$ cat src/rtl/mem_arbiter.sv
`default_nettype none
// ============================================================================
// Module      : mem_arbiter
// Description : Single-port memory arbiter between an instruction cache and
//               a data cache. Grants one requester at a time and drives the
//               shared RAM port. The dcache has default priority. An optional
//               anti-starvation streak counter guarantees icache progress.
//
// Build option: MEM_ARB_ANTISTARVE_EN
//               When defined, the streak counter and the forced-I rule are
//               compiled in. When undefined, the dcache has strict priority
//               and DSTREAK only takes part in the range check.
//
// Parameters  : DSTREAK  - maximum consecutive dcache completions while an
//                          icache request waits (1..15)
//
// Ports       : CLK       in   clock, rising edge
//               nRST      in   asynchronous active-low reset
//               iREN      in   icache read request
//               iaddr     in   icache word address
//               iwait     out  low for the single cycle an icache word returns
//               iload     out  instruction word, valid while iwait=0
//               dREN      in   dcache read request
//               dWEN      in   dcache write request (wins over dREN)
//               daddr     in   dcache word address
//               dstore    in   dcache write data
//               dwait     out  low for the single cycle a dcache access ends
//               dload     out  data word, valid while dwait=0 on a read
//               ramREN    out  RAM read strobe
//               ramWEN    out  RAM write strobe
//               ramaddr   out  RAM address
//               ramstore  out  RAM write data
//               ramload   in   RAM read data
//               ramstate  in   0=FREE 1=BUSY 2=ACCESS 3=ERROR
//
// Revision    : 1.0 - initial release
// ============================================================================

module mem_arbiter #(
    parameter int DSTREAK = 4
) (
    input  logic        CLK,
    input  logic        nRST,
    // icache side
    input  logic        iREN,
    input  logic [31:0] iaddr,
    output logic        iwait,
    output logic [31:0] iload,
    // dcache side
    input  logic        dREN,
    input  logic        dWEN,
    input  logic [31:0] daddr,
    input  logic [31:0] dstore,
    output logic        dwait,
    output logic [31:0] dload,
    // RAM side
    output logic        ramREN,
    output logic        ramWEN,
    output logic [31:0] ramaddr,
    output logic [31:0] ramstore,
    input  logic [31:0] ramload,
    input  logic [1:0]  ramstate
);

    localparam logic [1:0] c_RAM_ACCESS = 2'd2;

    // Elaboration-time guard on the streak limit; the counter is 4 bits wide.
    if ((DSTREAK < 1) || (DSTREAK > 15)) begin : g_dstreak_range_err
        $error("mem_arbiter: DSTREAK must lie in 1..15");
    end

    typedef enum logic [1:0] {
        IDLE = 2'd0,
        IGNT = 2'd1,
        DGNT = 2'd2
    } state_t;

    state_t state_q;
    state_t state_d;

    logic d_req;        // dcache wants the port (read or write)
    logic ram_access;   // RAM completes the access this cycle
    logic forced_i;     // icache must win the next arbitration
    logic ic_done;      // icache access completes this cycle
    logic dc_done;      // dcache access completes this cycle

    assign d_req      = dREN | dWEN;
    assign ram_access = (ramstate == c_RAM_ACCESS);

    // ------------------------------------------------------------------------
    // Next-state and output decode.
    // The port outputs depend on the registered grant state plus the live
    // request/RAM inputs: a wait must drop in the very cycle RAM reports
    // ACCESS, and strobes must drop in the same cycle a requester withdraws.
    // Because state_q resets asynchronously, every output returns to its
    // reset value as soon as nRST falls.
    // ------------------------------------------------------------------------
    always_comb begin
        state_d  = state_q;
        iwait    = 1'b1;
        dwait    = 1'b1;
        iload    = '0;
        dload    = '0;
        ramREN   = 1'b0;
        ramWEN   = 1'b0;
        ramaddr  = '0;
        ramstore = '0;
        ic_done  = 1'b0;
        dc_done  = 1'b0;

        case (state_q)
            IDLE: begin
                if (d_req && !forced_i) begin
                    state_d = DGNT;
                end else if (iREN) begin
                    state_d = IGNT;
                end
            end

            DGNT: begin
                if (!d_req) begin
                    // Requester withdrew before completion: abandon quietly.
                    state_d = IDLE;
                end else begin
                    ramaddr  = daddr;
                    ramstore = dstore;
                    ramWEN   = dWEN;
                    ramREN   = dREN & ~dWEN;
                    // BUSY and ERROR simply hold the strobes and retry.
                    if (ram_access) begin
                        dwait   = 1'b0;
                        dc_done = 1'b1;
                        if (!dWEN) begin
                            dload = ramload;
                        end
                        state_d = IDLE;
                    end
                end
            end

            IGNT: begin
                if (!iREN) begin
                    state_d = IDLE;
                end else begin
                    ramaddr = iaddr;
                    ramREN  = 1'b1;
                    if (ram_access) begin
                        iwait   = 1'b0;
                        iload   = ramload;
                        ic_done = 1'b1;
                        state_d = IDLE;
                    end
                end
            end

            default: begin
                state_d = IDLE;
            end
        endcase
    end

    always_ff @(posedge CLK or negedge nRST) begin
        if (!nRST) begin
            state_q <= IDLE;
        end else begin
            state_q <= state_d;
        end
    end

`ifdef MEM_ARB_ANTISTARVE_EN
    // ------------------------------------------------------------------------
    // Anti-starvation streak: counts dcache completions that happen while the
    // icache is waiting. Once it reaches DSTREAK the next arbitration goes to
    // the icache regardless of a pending dcache request.
    // ------------------------------------------------------------------------
    localparam logic [3:0] c_STREAK_MAX = 4'(DSTREAK);

    logic [3:0] streak_q;
    logic [3:0] streak_d;

    always_comb begin
        streak_d = streak_q;
        if (dc_done && iREN) begin
            if (streak_q != c_STREAK_MAX) begin
                streak_d = streak_q + 4'd1;
            end
        end else if (ic_done) begin
            streak_d = '0;
        end else if ((state_q == IDLE) && !iREN) begin
            streak_d = '0;
        end
    end

    always_ff @(posedge CLK or negedge nRST) begin
        if (!nRST) begin
            streak_q <= '0;
        end else begin
            streak_q <= streak_d;
        end
    end

    assign forced_i = (streak_q == c_STREAK_MAX) && iREN;
`else
    // Strict dcache priority: the icache is never forced ahead.
    assign forced_i = 1'b0;
`endif

endmodule

`default_nettype wire

$ cat config.mk
export PLATFORM = sky130hd
export DESIGN_NAME = mem_arbiter
export DESIGN_NICKNAME = d
export VERILOG_FILES = /design/src/rtl/mem_arbiter.sv
export SDC_FILE = /design/constraint.sdc
export NUM_CORES = 1
export LEC_CHECK = 0
export CORE_AREA = 2 2 102 104
export DETAILED_ROUTE_END_ITERATION = 10
export DIE_AREA = 0 0 104 106
export PLACE_DENSITY = 0.62
export SKIP_CTS_REPAIR_TIMING = 1
export SLEW_MARGIN = 20
export SYNTH_ARGS = -nofsm -noshare
export SYNTH_HDL_FRONTEND = slang
export SYNTH_SLANG_ARGS = --single-unit
$ cat constraint.sdc
create_clock -name CLK -period 4.8 [get_ports CLK]
set_clock_uncertainty 0.2 [all_clocks]
set_input_delay 0.96 -clock CLK [delete_from_list [all_inputs] [get_ports CLK]]
set_output_delay 0.96 -clock CLK [all_outputs]
set_load 0.1 [all_outputs]
# Word level (Yosys, flattened, before mapping)
# Cells that the tools add are included.
# totals
regBits	2
latchBits	0
ram_bits	0
mem_bits_ro	0
inputBits	135
wordCells	37
memories	0
# op_classes
n_addsub	0
multipliers	0
n_div	0
magnitude_cmp	0
n_eq_ne	4
shifts	0
mux	28
n_bitwise	3
n_reduce_logical	1
# op_table
cell	n
$mux W32	11
$pmux W32 S2	1
$mux W2	5
$mux W1	9
$pmux W2 S3	1
$eq A2 B2 Y1 const B	2
$ne A3 B3 Y1 const B	1
$eq A2 B1 Y1 const B	1
$logic_not A2 Y1	1
$pmux W1 S2	1
$and A1 B1 Y1	1
$not A1 Y1	1
$or A1 B1 Y1	1

# Logic depth before layout (Yosys ltp)
# Gate-level depths: netlist of run 1.
# logic_depth
ltp_word	4
depth_mapped	7

# Least setup slack after synthesis of run 1
# OpenSTA, ideal clock, no wires.
# synth_timing
kind	input to output
startpoint	in dWEN
endpoint	out ramREN
t_arrival_ns	3.335
required_ns	3.640
setup_slack_ns	0.305
stages	2
cell_sequence	nand3b_1 a21boi_0
# synth_between
elab_chain_len	4
elab_cells_between_ends	5
# synth_rtl
item	line	source
start, declared	51	input logic dWEN,
$not A1 Y1	128	ramREN = dREN & ~dWEN;
$and A1 B1 Y1	128	
$mux W1 *	121	if (!d_req) begin
$pmux W1 S2 *	111	case (state_q)
end, declared	57	output logic ramREN,
# Mark *: on every way between the ends. The rest lies on a longest branch, timed or not.

# Worst setup path after layout of run 1
# layout_timing
startpoint	in iREN
endpoint	out iload[28]
# layout_between
elab_chain_len	2
# layout_rtl
item	line	source
start, declared	45	input logic iREN,
$mux W32	142	if (!iREN) begin
$mux W32	111	
end, declared	48	output logic [31:0] iload,
# No other way between the ends.

==> qor.yml, run 1 <==
outcome:
  outcome: "finished clean"
synthesis:
  yosysSeqAreaShare_pct: 3.54
  synth-edff-count: 0
  synth_common_cells: "65 x and2_1, 32 x a22oi_1, 32 x and3_1, 32 x nor2b_1, 8 x clkbuf_2"
  synthCells: 212
  avgSynthCellArea_sq_um: 6.68
  yosysUniqueCellTypes: 28
  synth_top_area_share_pct: 28.7
  synth.most_common_cell: "and2_1"
  ys_seq_elements: 2
  ys.flop_type: "dfrtp_1"
  yosys_warnings: 0
  syn_area_sq_um: 1420
  netlist_top_cells_area: "and2_1 29%, a22oi_1 17%, and3_1 14%"
  synth_top_cell_by_area: "and2_1"
  syn_nets: 351
  async_flop_share_pct: 100
global_route:
  grt_start_max_net_pins: 66
  grt-ovfl-total: 0
  grt_pass1_vias: 2581
  antenna_found_initial: 0
  grt_pass1_wl_um: 14000
  grtUsageTotal_pct: 15.6
floorplan:
  die_h_um: 106
  core_sq_um: 10000
  dieArea_sq_um: 11000
  die_x_um: 104
  initial_core_util_pct: 14.2
  rows: 37
  pin_count: 267
final_layout:
  drive_gt1_share_pct: 30.7
  multi_input_area_sq_um: 1220
  largest-register: "state_q"
  layout.nets: 603
  fillCellCount: 900
  top_regs: "state_q: 2 flops"
  antenna_cells: 0
  largest_reg_flops: 2
  fin_cells: 598
  area_growth_pct: 282
  ff_latch_area_sq_um: 50.0
job:
  maxCapViolCount: 0
sta:
  slew_viol_final: 0
  max_freq_ghz: 0.246
  setup_viol: 0
  hold_viol: 0
  post-route-period-util_pct: 84.5
  slew_headroom_pct: 41.7
  rsz0062_at_grt: "no"
  fin_tns_setup_ns: 0
  tightest_slew_ns: 0.874
  period_needed_ns: 4.06
clock_tree:
  cts_buffers: 3
  clock-sinks: 2
  htree_num_levels: 1
  cts_tree: "done"
  root_buffer: "clkbuf_8"
  clk_latency_ns: 0.21
  cts_buffer_depth: 2
  clkTransAtPathRegs_ns: 0.03
worst_setup_path:
  end_kind: "output pin"
  worstPathRequired_ns: 3.64
  path_cells: "clkdlybuf4s50_1 > and2_2 > buf_4 > and3_1 > buf_12"
  cpMaxStageDelayCell: "and2_2"
  critPathMaxStageDelay_ns: 0.65
  cp.arrival_ns: 2.90
  crit_type: "in2out"
  cp_top_family: "buffers and inverters"
  cp_num_buf_inv: 3
  crit_fanout: 37
  cp-start-kind: "input pin"
power:
  switching_power_mw: 1.38
  pwr-share-clk_pct: 3.0
  p_leak_nw: 2.22
  seqPwrFrac_pct: 1.4
  power.internal_uw: 808
  swShare_pct: 63.1
  power_mw: 2.19
  vdd_drop_max_v: 0.000367
  combPwrFrac_pct: 95.7
  pwr_density_cell_nw_per_um2: 405
route:
  routed_via_density: 4.19
  avgRoutedWirePerCell_um: 15.3
  drtIter0Drc: 109
  dr.pass1.iters: 4
  drcViolationCount: 0
  ant_nets: 0
  via_count: 2504
  wl_um: 9120
place:
  place.gp.congestion: 0.755
  port_buffers: 266
  dp_hpwl_um: 7840
  placed_cells: 595
worst_hold_path:
  hold_class: "reg2reg"
## stage by stage
step                instance area, sq um  worst slack (ns)  hold WS [ns]  utilization [%]
finish                              5410             0.743         0.386             54.1
global route                        5410             0.638         0.424             54.1
CTS                                 5410             0.717         0.386             54.1
detailed placement                  5360             0.719         0.380             53.6
global placement                    5360             0.775         0.371             53.6
floorplan                           1420             0.305         0.340                -
## worst paths after layout
path,from,to,slack [ns],cells past startpoint
max,iREN,iload[28],0.74,5
min,state_q[0]$_DFFE_PN0P_,state_q[0]$_DFFE_PN0P_,0.39,1
max reg2reg,state_q[0]$_DFFE_PN0P_,state_q[1]$_DFFE_PN0P_,3.14,5
min reg2reg,state_q[0]$_DFFE_PN0P_,state_q[0]$_DFFE_PN0P_,0.39,1
max in group asynchronous,nRST,state_q[0]$_DFFE_PN0P_,3.56,1
min in group asynchronous,nRST,state_q[1]$_DFFE_PN0P_,0.72,1
## layout make-up
class,instances,area share [%]
inverters,3,0.208
multi-input cells,184,22.5
flip-flops and latches,2,0.926
well taps,136,3.15
repair buffers,270,72.4
clock buffers,3,0.764
## cell usage in the layout (no fill, tap or decap), drive strengths merged
master         instances
buf                  136
clkdlybuf4s50        134
and2                  66
a22oi                 32
nor2b                 32
and3                  32
ha                     4
nor2                   4
inv                    3
clkbuf                 3
nand2                  2
dfrtp                  2
o21ai                  2
o21a                   1
nand3b                 1
a21boi                 1
and2b                  1
nand2b                 1
a21oi                  1
a211oi                 1
a32o                   1
or4b                   1
a22o                   1
## kinds of logic (layout without fill, tap and decap cells)
family                     count (synthesis)  after routing  synth area share, %
AOI/OAI and AO/OA                         40             40                 21.0
DFF                                        2              2                 3.54
and+or+nand+nor                          140            140                 61.5
adders and majority gates                  4              4                 3.54
buffers and inverters                     26            276                 10.4
## layer usage
layer	GRT usage, %	wire length (um)	up-vias
li1	-	-	1228
met1	17.2	3320	1095
met2	29.1	4770	169
met3	4.72	866	12
met4	3.76	172	0
met5	0	0	-
## power by group through the flow
stage	sequential [mW]	combinational, mW	clock (mW)
4_1_cts	0.0299	2.11	0.0682
5_1_grt	0.0312	2.17	0.0707
6_report	0.0299	2.10	0.0654
3_5_place_dp	0.0301	2.11	0
3_3_place_gp	0.0294	2.09	0
2_1_floorplan	0.0286	1.34	0
No activity file was read; power rests on OpenSTA's default activity.
==> inputs of run 2 (changes only) <==
--- a/config.mk
+++ b/config.mk
@@ -5,10 +5,10 @@
 export SDC_FILE = /design/constraint.sdc
 export NUM_CORES = 1
 export LEC_CHECK = 0
-export CORE_AREA = 2 2 102 104
+export CORE_AREA = 2 2 104 106
 export DETAILED_ROUTE_END_ITERATION = 10
-export DIE_AREA = 0 0 104 106
-export PLACE_DENSITY = 0.62
+export DIE_AREA = 0 0 106 108
+export PLACE_DENSITY = 0.6
 export SKIP_CTS_REPAIR_TIMING = 1
 export SLEW_MARGIN = 20
 export SYNTH_ARGS = -nofsm -noshare
==> constraint.sdc (replaced) <==
create_clock -name CLK -period 4.25 [get_ports CLK]
set_clock_uncertainty 0.2 [all_clocks]
set_input_delay 0.85 -clock CLK [delete_from_list [all_inputs] [get_ports CLK]]
set_output_delay 0.85 -clock CLK [all_outputs]
set_load 0.1 [all_outputs]
==> qor.yml, run 2 (synthesis gave the netlist of run 1 again) <==
outcome:
  outcome: "finished clean"
route:
  drcViolationCount: 0  # unchanged
  routed_via_density: 4.22  # +0.86%
  via_count: 2534  # +1.2%
  dr.pass1.iters: 4  # unchanged
  avgRoutedWirePerCell_um: 15.8  # +3.6%
  ant_nets: 0  # unchanged
  wl_um: 9480  # +3.9%
  drtIter0Drc: 80  # -27%
floorplan:
  rows: 37  # unchanged
  pin_count: 267  # unchanged
  initial_core_util_pct: 13.8  # -0.32 points
  die_x_um: 106  # +1.9%
  die_h_um: 108  # +1.9%
  core_sq_um: 10200  # +2.3%
  dieArea_sq_um: 11400  # +3.8%
worst_setup_path:
  crit_type: "in2out"
  reg2reg_depth: 5  # unchanged
  worstPathRequired_ns: 3.20  # -0.44 ns
  reg2reg_setup_slack_ns: 2.57  # -0.57 ns
  r2r-end: "state_q[1]$_DFFE_PN0P_"
  crit_fanout: 26  # -30%
  r2r_start: "state_q[0]$_DFFE_PN0P_"
  cp-start-kind: "input pin"
  cp.arrival_ns: 2.59  # -0.31 ns
  end_kind: "output pin"
clock_tree:
  htree_num_levels: 1  # unchanged
  cts_tree: "done"
  clkTransAtPathRegs_ns: 0.03  # about the same
  clock-sinks: 2  # unchanged
  clk_latency_ns: 0.21  # about the same
  cts_buffers: 3  # unchanged
  root_buffer: "clkbuf_8"
  cts_buffer_depth: 2  # unchanged
power:
  pwr_density_cell_nw_per_um2: 460  # +13%
  power_mw: 2.52  # +15%
  p_leak_nw: 2.24  # +1.2%
  vdd_drop_max_v: 0.000280  # -24%
final_layout:
  layout_common_cells: "134 x clkdlybuf4s50_1, 129 x buf_12, 65 x and2_1"
  drive_gt1_share_pct: 31.0  # +0.30 points
  largest-register: "state_q"
  layout_commonest_cell: "clkdlybuf4s50_1"
  largest_reg_flops: 2  # unchanged
  area_growth_pct: 287
  layout.nets: 605  # +0.33%
  fillCellCount: 909  # +1.0%
  top_regs: "state_q: 2 flops"
  fin_area_sq_um: 5480  # +1.4%
  antenna_cells: 0  # unchanged
sta:
  slew_viol_final: 0  # unchanged
  rsz0062_at_grt: "no"
  post-route-period-util_pct: 85.6
  timing.final.ws_setup_ns: 0.614  # -0.129 ns
  max_freq_ghz: 0.275
  period_needed_ns: 3.64
  fin_tns_setup_ns: 0  # unchanged
  tightest_slew_ns: 0.850  # -0.0242 ns
  slew_headroom_pct: 43.3  # +1.6 points
  setup_viol: 0  # unchanged
  hold_viol: 0  # unchanged
global_route:
  grt_pass1_vias: 2575  # -0.23%
  grt_start_max_net_pins: 46  # -30%
  antenna_found_initial: 0  # unchanged
  grt-ovfl-total: 0  # unchanged
  grtUsageTotal_pct: 15.4  # -0.19 points
  grt_pass1_wl_um: 14000  # +0.15%
place:
  postPlaceCellArea_sq_um: 5440  # +1.4%
  dp_hpwl_um: 8180  # +4.4%
  port_buffers: 266  # unchanged
  place.gp.congestion: 0.788  # +4.3%
  place_ws_ns: 0.587  # -0.132 ns
worst_hold_path:
  hold_class: "reg2reg"
  hold_start: "state_q[0]$_DFFE_PN0P_"
  holdPathEnd: "state_q[0]$_DFFE_PN0P_"
  hold_depth: 1  # unchanged
job:
  maxCapViolCount: 0  # unchanged
[run 2: changes by cell type in the layout (fill, tap and decap cells not counted), sizes merged]
cell | previous run | this run
buf | 136 | 138
[run 2: cell type report]
type	instances	area (sq um)	area share, %
timing repair buffer	272	3990	72.8
multi-input combinational	184	1220	22.2
sequential	2	50.0	0.913
inverter	3	11.3	0.205
tap	136	170	3.10
clock buffer	3	41.3	0.753
[run 2: routing by layer]
metal	global-route usage (%)	routed length (um)	vias to the layer above
li1	-	-	1230
met1	16.2	3360	1123
met2	30.5	5080	177
met3	4.82	965	4
met4	1.97	71	0
met5	0	0	-
[run 2: power breakdown]
part / internal, mW / switching, mW / total [mW] / leakage [nW]
clock network: 0.0599 / 0.0149 / 0.0748 / 0.0216
logic: 0.866 / 1.55 / 2.41 / 2.20
registers: 0.0258 / 0.00899 / 0.0348 / 0.0256
[run 2: critical path: stages]
cell and delay, ns:
clkdlybuf4s50_1 0.54, o21a_2 0.37, buf_4 0.30, a22oi_1 0.09, nor2b_1 0.22, buf_12 0.21
[run 2: stage by stage]
stage / util [%] / std cells / hold WS, ns
2_1_floorplan: - / 212 / 0.340
3_3_place_gp: 53.2 / 597 / 0.373
3_5_place_dp: 53.2 / 597 / 0.388
4_1_cts: 53.6 / 600 / 0.394
5_1_grt: 53.6 / 600 / 0.444
6_report: 53.6 / 600 / 0.397
[run 2: how the worst max path moves through the flow]
stage	startpoint	end	slack (ns)	cells after the start
detailed placement	dREN	ramaddr[9]	0.59	6
global route	dWEN	ramaddr[14]	0.45	6
floorplan	iREN	ramaddr[0]	0.53	5
global placement	dREN	ramaddr[9]	0.63	6
finish	dREN	ramaddr[15]	0.61	6
CTS	dWEN	ramaddr[14]	0.58	6
==> inputs of run 3 (changes only) <==
--- a/config.mk
+++ b/config.mk
@@ -9,7 +9,6 @@
 export DETAILED_ROUTE_END_ITERATION = 10
 export DIE_AREA = 0 0 106 108
 export PLACE_DENSITY = 0.6
-export SKIP_CTS_REPAIR_TIMING = 1
 export SLEW_MARGIN = 20
 export SYNTH_ARGS = -nofsm -noshare
 export SYNTH_HDL_FRONTEND = slang
==> results of run 3 <==
The final DEF is identical to that of run 2; final timing and power are the same.
